===== src/rtl/vga_pkg.sv =====
// Shared definitions for the VGA video engine.
//   mode_t       : test-pattern selector values (MODE_SOLID..MODE_BOX)
//   VGA_*        : 640x480@60 timing constants, used as parameter defaults
//   bar_rgb()    : colour-bar table, one on/off bit per channel {r,g,b}
package vga_pkg;

    typedef enum logic [1:0] {
        MODE_SOLID = 2'd0,
        MODE_BARS  = 2'd1,
        MODE_CHECK = 2'd2,
        MODE_BOX   = 2'd3
    } mode_t;

    localparam int unsigned VGA_H_ACT  = 640;
    localparam int unsigned VGA_H_FP   = 16;
    localparam int unsigned VGA_H_SYNC = 96;
    localparam int unsigned VGA_H_BP   = 48;
    localparam int unsigned VGA_V_ACT  = 480;
    localparam int unsigned VGA_V_FP   = 10;
    localparam int unsigned VGA_V_SYNC = 2;
    localparam int unsigned VGA_V_BP   = 33;

    // Bars left to right: white, yellow, cyan, green, magenta, red, blue, black.
    function automatic logic [2:0] bar_rgb(input logic [2:0] idx);
        logic [2:0] rgb;
        case (idx)
            3'd0:    rgb = 3'b111;
            3'd1:    rgb = 3'b110;
            3'd2:    rgb = 3'b011;
            3'd3:    rgb = 3'b010;
            3'd4:    rgb = 3'b101;
            3'd5:    rgb = 3'b100;
            3'd6:    rgb = 3'b001;
            default: rgb = 3'b000;
        endcase
        return rgb;
    endfunction

endpackage


===== src/rtl/vga_pattern_gen.sv =====
// Test-pattern source for the VGA engine. Colour is combinational from the
// current counter position; the top registers it with the sync signals.
//   clk, rst_n_a      : system clock, asynchronous active-low reset
//   x, y              : current h/v counter values
//   active            : position is inside the visible region
//   mode_q            : pattern for the current frame
//   pe                : pixel enable
//   red, green, blue  : raw colour, zero outside the active region
// Owns the bouncing-box position/direction, which steps once per frame.
module vga_pattern_gen
    import vga_pkg::*;
#(
    parameter int unsigned H_ACT   = VGA_H_ACT,
    parameter int unsigned V_ACT   = VGA_V_ACT,
    parameter int unsigned H_TOTAL = 800,
    parameter int unsigned V_TOTAL = 525,
    parameter int unsigned CW      = 4,
    parameter int unsigned BOX     = 32,
    parameter int unsigned XW      = 10,
    parameter int unsigned YW      = 10
) (
    input  logic          clk,
    input  logic          rst_n_a,
    input  logic [XW-1:0] x,
    input  logic [YW-1:0] y,
    input  logic          active,
    input  mode_t         mode_q,
    input  logic          pe,
    output logic [CW-1:0] red,
    output logic [CW-1:0] green,
    output logic [CW-1:0] blue
);

    localparam int unsigned   BAR_W  = (H_ACT / 8 > 0) ? H_ACT / 8 : 1;
    localparam logic [XW-1:0] BX_MAX = XW'(H_ACT - BOX);
    localparam logic [YW-1:0] BY_MAX = YW'(V_ACT - BOX);

    logic [XW-1:0] bx;
    logic [YW-1:0] by;
    logic          dx_neg;
    logic          dy_neg;
    logic          frame_end;

    assign frame_end = pe && (x == XW'(H_TOTAL - 1)) && (y == YW'(V_TOTAL - 1));

    // At a limit the direction flips and the same frame's step goes the other way,
    // so the box sits on the limit for exactly one frame.
    always_ff @(posedge clk or negedge rst_n_a) begin
        if (!rst_n_a) begin
            bx     <= '0;
            by     <= '0;
            dx_neg <= 1'b0;
            dy_neg <= 1'b0;
        end else if (frame_end) begin
            if (!dx_neg) begin
                if (bx == BX_MAX) begin
                    dx_neg <= 1'b1;
                    bx     <= bx - XW'(1);
                end else begin
                    bx <= bx + XW'(1);
                end
            end else begin
                if (bx == '0) begin
                    dx_neg <= 1'b0;
                    bx     <= bx + XW'(1);
                end else begin
                    bx <= bx - XW'(1);
                end
            end
            if (!dy_neg) begin
                if (by == BY_MAX) begin
                    dy_neg <= 1'b1;
                    by     <= by - YW'(1);
                end else begin
                    by <= by + YW'(1);
                end
            end else begin
                if (by == '0) begin
                    dy_neg <= 1'b0;
                    by     <= by + YW'(1);
                end else begin
                    by <= by - YW'(1);
                end
            end
        end
    end

    logic [31:0] bar_n;
    logic [2:0]  bar_idx;
    logic        in_box;
    logic [2:0]  rgb_on;

    always_comb begin
        bar_n   = 32'(x) / BAR_W;
        // Last bar absorbs any remainder of H_ACT/8.
        bar_idx = (bar_n > 32'd7) ? 3'd7 : bar_n[2:0];
        in_box  = (x >= bx) && (x < bx + XW'(BOX)) && (y >= by) && (y < by + YW'(BOX));
        rgb_on  = '0;
        case (mode_q)
            MODE_SOLID: rgb_on = 3'b111;
            MODE_BARS:  rgb_on = bar_rgb(bar_idx);
            MODE_CHECK: rgb_on = {3{((32'(x) ^ 32'(y)) & 32'd32) != 32'd0}};
            MODE_BOX:   rgb_on = {3{in_box}};
            default:    rgb_on = '0;
        endcase
        if (!active) begin
            rgb_on = '0;
        end
        red   = {CW{rgb_on[2]}};
        green = {CW{rgb_on[1]}};
        blue  = {CW{rgb_on[0]}};
    end

endmodule


===== src/rtl/vga_video_core.sv =====
// Parametrised VGA video engine: pixel-enable divider, H/V counters,
// sync/DE decode, test-pattern source and registered output stage.
//   clk, rst_n_a      : system clock, asynchronous active-low reset
//   mode              : 0 solid white, 1 colour bars, 2 checker, 3 bouncing box
//   hsync, vsync      : syncs, asserted level HS_POL / VS_POL
//   red, green, blue  : pixel colour, zero in blanking
//   de                : display enable
//   pix_x, pix_y      : position of the pixel currently on the outputs
//   frame_start       : one-clock pulse when (0,0) reaches the outputs
// All pins update on pixel enable, one tick after the counters.
module vga_video_core
    import vga_pkg::*;
#(
    parameter int unsigned CLK_DIV = 2,
    parameter int unsigned H_ACT   = VGA_H_ACT,
    parameter int unsigned H_FP    = VGA_H_FP,
    parameter int unsigned H_SYNC  = VGA_H_SYNC,
    parameter int unsigned H_BP    = VGA_H_BP,
    parameter int unsigned V_ACT   = VGA_V_ACT,
    parameter int unsigned V_FP    = VGA_V_FP,
    parameter int unsigned V_SYNC  = VGA_V_SYNC,
    parameter int unsigned V_BP    = VGA_V_BP,
    parameter bit          HS_POL  = 1'b0,
    parameter bit          VS_POL  = 1'b0,
    parameter int unsigned CW      = 4,
    parameter int unsigned BOX     = 32,
    localparam int unsigned H_TOTAL = H_ACT + H_FP + H_SYNC + H_BP,
    localparam int unsigned V_TOTAL = V_ACT + V_FP + V_SYNC + V_BP,
    localparam int unsigned HW      = $clog2(H_TOTAL),
    localparam int unsigned VW      = $clog2(V_TOTAL)
) (
    input  logic          clk,
    input  logic          rst_n_a,
    input  logic [1:0]    mode,
    output logic          hsync,
    output logic          vsync,
    output logic [CW-1:0] red,
    output logic [CW-1:0] green,
    output logic [CW-1:0] blue,
    output logic          de,
    output logic [HW-1:0] pix_x,
    output logic [VW-1:0] pix_y,
    output logic          frame_start
);

    localparam int unsigned DW = (CLK_DIV > 1) ? $clog2(CLK_DIV) : 1;

    logic [DW-1:0] div_cnt;
    logic          pe;
    logic [HW-1:0] h_cnt;
    logic [VW-1:0] v_cnt;
    logic          h_last;
    logic          v_last;
    logic          origin;
    logic          active;
    logic          in_hs;
    logic          in_vs;
    mode_t         mode_q;
    mode_t         mode_sel;
    logic [CW-1:0] pat_r;
    logic [CW-1:0] pat_g;
    logic [CW-1:0] pat_b;

    assign pe = (div_cnt == DW'(CLK_DIV - 1));

    always_ff @(posedge clk or negedge rst_n_a) begin
        if (!rst_n_a) begin
            div_cnt <= '0;
        end else if (pe) begin
            div_cnt <= '0;
        end else begin
            div_cnt <= div_cnt + DW'(1);
        end
    end

    assign h_last = (h_cnt == HW'(H_TOTAL - 1));
    assign v_last = (v_cnt == VW'(V_TOTAL - 1));

    always_ff @(posedge clk or negedge rst_n_a) begin
        if (!rst_n_a) begin
            h_cnt <= '0;
            v_cnt <= '0;
        end else if (pe) begin
            if (h_last) begin
                h_cnt <= '0;
                v_cnt <= v_last ? '0 : v_cnt + VW'(1);
            end else begin
                h_cnt <= h_cnt + HW'(1);
            end
        end
    end

    assign origin = (h_cnt == '0) && (v_cnt == '0);
    assign active = (h_cnt < HW'(H_ACT)) && (v_cnt < VW'(V_ACT));
    assign in_hs  = (h_cnt >= HW'(H_ACT + H_FP)) && (h_cnt < HW'(H_ACT + H_FP + H_SYNC));
    assign in_vs  = (v_cnt >= VW'(V_ACT + V_FP)) && (v_cnt < VW'(V_ACT + V_FP + V_SYNC));

    // The mode sampled at (0,0) is forwarded straight to the pattern source so the
    // origin pixel already uses the new frame's mode.
    always_comb begin
        mode_sel = mode_q;
        if (origin) begin
            mode_sel = mode_t'(mode);
        end
    end

    always_ff @(posedge clk or negedge rst_n_a) begin
        if (!rst_n_a) begin
            mode_q <= MODE_SOLID;
        end else if (pe && origin) begin
            mode_q <= mode_sel;
        end
    end

    vga_pattern_gen #(
        .H_ACT   (H_ACT),
        .V_ACT   (V_ACT),
        .H_TOTAL (H_TOTAL),
        .V_TOTAL (V_TOTAL),
        .CW      (CW),
        .BOX     (BOX),
        .XW      (HW),
        .YW      (VW)
    ) u_pattern (
        .clk     (clk),
        .rst_n_a (rst_n_a),
        .x       (h_cnt),
        .y       (v_cnt),
        .active  (active),
        .mode_q  (mode_sel),
        .pe      (pe),
        .red     (pat_r),
        .green   (pat_g),
        .blue    (pat_b)
    );

    always_ff @(posedge clk or negedge rst_n_a) begin
        if (!rst_n_a) begin
            hsync <= ~HS_POL;
            vsync <= ~VS_POL;
            red   <= '0;
            green <= '0;
            blue  <= '0;
            de    <= 1'b0;
            pix_x <= '0;
            pix_y <= '0;
        end else if (pe) begin
            hsync <= in_hs ? HS_POL : ~HS_POL;
            vsync <= in_vs ? VS_POL : ~VS_POL;
            red   <= pat_r;
            green <= pat_g;
            blue  <= pat_b;
            de    <= active;
            pix_x <= h_cnt;
            pix_y <= v_cnt;
        end
    end

    // Strobed every clock so it stays one system clock wide for any CLK_DIV.
    always_ff @(posedge clk or negedge rst_n_a) begin
        if (!rst_n_a) begin
            frame_start <= 1'b0;
        end else begin
            frame_start <= pe && origin;
        end
    end

endmodule

===== config.mk =====
export PLATFORM = sky130hd
export DESIGN_NAME = vga_video_core
export DESIGN_NICKNAME = d
export VERILOG_FILES = /design/src/rtl/vga_pkg.sv /design/src/rtl/vga_pattern_gen.sv /design/src/rtl/vga_video_core.sv
export SDC_FILE = /design/constraint.sdc
export NUM_CORES = 1
export LEC_CHECK = 0
export ABC_CLOCK_PERIOD_IN_PS = 3200
export BUFFER_PORTS_ARGS = -buffer_cell sky130_fd_sc_hd__clkbuf_2
export CORE_UTILIZATION = 61
export DETAILED_ROUTE_END_ITERATION = 10
export PLACE_DENSITY = 0.93
export SLEW_MARGIN = 20
export SYNTH_ARGS = -nofsm -noshare
export SYNTH_HDL_FRONTEND = slang
export SYNTH_SLANG_ARGS = --single-unit
export TNS_END_PERCENT = 1

===== constraint.sdc =====
create_clock -name clk -period 3.2 [get_ports clk]
set_clock_uncertainty 0.1 [all_clocks]
set_input_delay 0.48 -clock clk [delete_from_list [all_inputs] [get_ports clk]]
set_output_delay 0.48 -clock clk [all_outputs]
set_load 0.02 [all_outputs]

==> metrics.txt <==
pin count of the biggest net entering global routing=35; clock share of power=40.5%; outcome=finished, final reports clean; Layout Area Growth over Synthesis=8.50%; startpoint types=flip-flop; RSZ-0062 raised after global routing=no; Reg power frac=55.6%; root buffer cell=clkbuf_8; fin util=68.6%; pwr dens=311 nW/um^2; RePlAce Congestion=0.908; post-synth design cell area=4890 um^2; switching share of total power=25.9%; Die Wd=91.5 um; setup violators final=0; fill cell count=535; Net Count, Synth=560; crit-path cells=inv_1 -> ha_1 -> nor4b_2 -> a41oi_1 -> a21oi_1 -> buf_4 -> nand3_1 -> o21ai_1 -> xnor2_1; maximum VDD drop=0.244 mV; CP Capture Type=flip-flop; clock net sink count=72; PortBufs=39; slowest CP cell=a21oi_1; chip height=91.5 um; vias per cell=6.35; slew margin rel.=48.0%; crit share post-route=89.7%; worst path required time=3.39 ns; DRT iter0 DRCs=359; post_cts resized=0; Hold Path Class=input port to flip-flop; # nets final=591; detailed placer's ending HPWL=8390 um; Worst Max-Slew Pin Slew=0.780 ns; Vias=4123; fin area=5300 um^2; starting density of the core=63.3%; Yosys reg bits=72; Antenna Violating Nets Remaining=0; Core Box Area=7730 um^2; antenna cells=0; internal power=1.22 mW; vias in the first global route=3999; Core Rows=32; TNS Setup=0 ns; most common cell after layout, fill and taps aside=dfrtp_1; worst-skew pair later-pin latency=0.36 ns; die area=8380 um^2; sw power=0.428 mW; Largest stage delay, worst path=0.67 ns; grt total ovfl=0; Syn Inst Count=511; num ports=40; total of max-cap violations=0; drt total wl=11900 um; initial antenna violation count=0; gr usage total=30.1%; CTS clk-pin slew, worst paths=0.08 ns; TritonCTS clock tree=yes; layout cells sized above 1=18.3%; sequential share of the synthesized area=36.9%; commonest cells after routing, fill and taps aside=dfrtp_1 (70), ha_1 (45), inv_1 (42), clkbuf_2 (38), nand2_1 (33); placed cell area=5120 um^2; CP Data Arrival Time=3.06 ns; Unique masters post-synth=67; Power Total=1.65 mW; Slew Limit Fails=0; final non-filler cell total=649; setup ws final=0.330 ns; Avg Inst Size Synth=9.57 um^2; clk buf depth=2; htree depth=3; # hold bufs at CTS=1; Primary FF master, synth=dfrtp_1; final number of hold-violating endpoints=0; P_leak=2.39 nW; Post-Route Hold Slack=0.339 ns; drt drc=0; post-CTS setup buffer count=0; EDFF count, synth=0; first-pass GRT wire length=19700 um; YS warnings=0; Post-Place Setup Slack=0.399 ns; CTS buffer count=9; FMAX=0.348 GHz; Synth async-reset ratio=100%; placed insts=632; Tmin final=2.87 ns; crit path max fanout=12; critical path type=flip-flop to flip-flop; drt first pass iters=5; WL/cell=18.3 um; Gate power share=3.8%
-- Yosys cell counts (4+ instances only) --
cell type | instances | area share (%)
a21oi_1 | 20 | 2.0
a31oi_1 | 6 | 0.77
and3_1 | 10 | 1.3
buf_2 | 9 | 0.92
buf_4 | 10 | 1.5
clkbuf_1 | 7 | 0.54
dfrtp_1 | 70 | 36
ha_1 | 45 | 12
inv_1 | 42 | 3.2
mux2_2 | 22 | 5.1
mux2i_1 | 4 | 0.82
nand2_1 | 33 | 2.5
nand2b_1 | 7 | 0.90
nand3_1 | 18 | 1.8
nand3b_1 | 4 | 0.61
nand4_1 | 13 | 1.7
nor2_1 | 22 | 1.7
nor3_1 | 9 | 0.92
nor4_1 | 7 | 0.90
nor4b_1 | 6 | 1.1
o21a_1 | 4 | 0.61
o21ai_0 | 28 | 2.9
o21ai_1 | 7 | 0.72
or3_1 | 7 | 0.90
or4_1 | 4 | 0.61
xnor2_1 | 32 | 5.7
-- final timing paths --
path | start | cells after the start | to | slack, ns
setup / recovery | u_pattern.by[0]$_DFFE_PN0P_ | 9 | u_pattern.by[2]$_DFFE_PN0P_ | 0.33
hold / removal | mode[1] | 2 | mode_q[1]$_DFFE_PN0P_ | 0.34
setup reg to reg | u_pattern.by[0]$_DFFE_PN0P_ | 9 | u_pattern.by[2]$_DFFE_PN0P_ | 0.33
hold reg to reg | pix_y[6]$_DFFE_PN0P_ | 1 | pix_y[6]$_DFFE_PN0P_ | 0.41
max in group asynchronous | rst_n_a | 3 | h_cnt[2]$_DFFE_PN0P_ | 1.67
min in group asynchronous | rst_n_a | 2 | pix_x[6]$_DFFE_PN0P_ | 0.53
-- cell families after synthesis --
kind of cell,synth area share (%)
compound gates,12.8
flops,36.9
xor+xnor,6.27
fa+ha+maj,11.9
mux,5.89
buf+inv,6.83
simple gates,19.4
-- power groups by stage --
| stage | Sequential, mW | Clock (mW) | Combinational, mW |
|---|---|---|---|
| final | 0.919 | 0.669 | 0.0633 |
| after global routing | 0.920 | 0.711 | 0.0697 |
| after detailed placement | 0.937 | 0 | 0.0628 |
| after CTS | 0.919 | 0.679 | 0.0638 |
| after floorplan | 0.940 | 0 | 0.0358 |
| after global placement | 0.937 | 0 | 0.0619 |
-- cell type report --
cell class,instances,area (um^2),area share (%)
Clock buffer,10,128,2.41
Clock inverter,6,50.0,0.944
Inverter,42,158,2.97
Multi-Input combinational cell,367,2760,52.0
Sequential cell,72,1800,34.0
Tap cell,102,128,2.41
Timing Repair Buffer,50,280,5.28
-- metal layers --
layer	part of all wire [%]	wire length (um)	global-route usage, %	vias up
met1	40	4780	38.7	2001
met4	3.1	372	15.3	0
met2	50	5970	49.9	201
met5	0	0	0	-
li1	-	-	-	1890
met3	6.5	772	3.85	31
-- flip-flops by register name, summed over array words and instances, names as in the netlist --
register,cells
h_cnt,10
pix_x,10
pix_y,10
u_pattern.bx,10
u_pattern.by,10
v_cnt,10
mode_q,2
blue,1
de,1
div_cnt,1
frame_start,1
green,1
hsync,1
red,1
u_pattern.dx_neg,1
u_pattern.dy_neg,1
vsync,1
-- critical path: cells and delay by family (launching register included) --
family | cells | cell delay, ns
buf+inv | 2 | 0.42
fa+ha+maj | 1 | 0.18
flops | 1 | 0.45
simple gates | 2 | 0.44
compound gates | 3 | 1.08
xor+xnor | 1 | 0.13
Note: power is estimated with default switching activity, not from simulation.
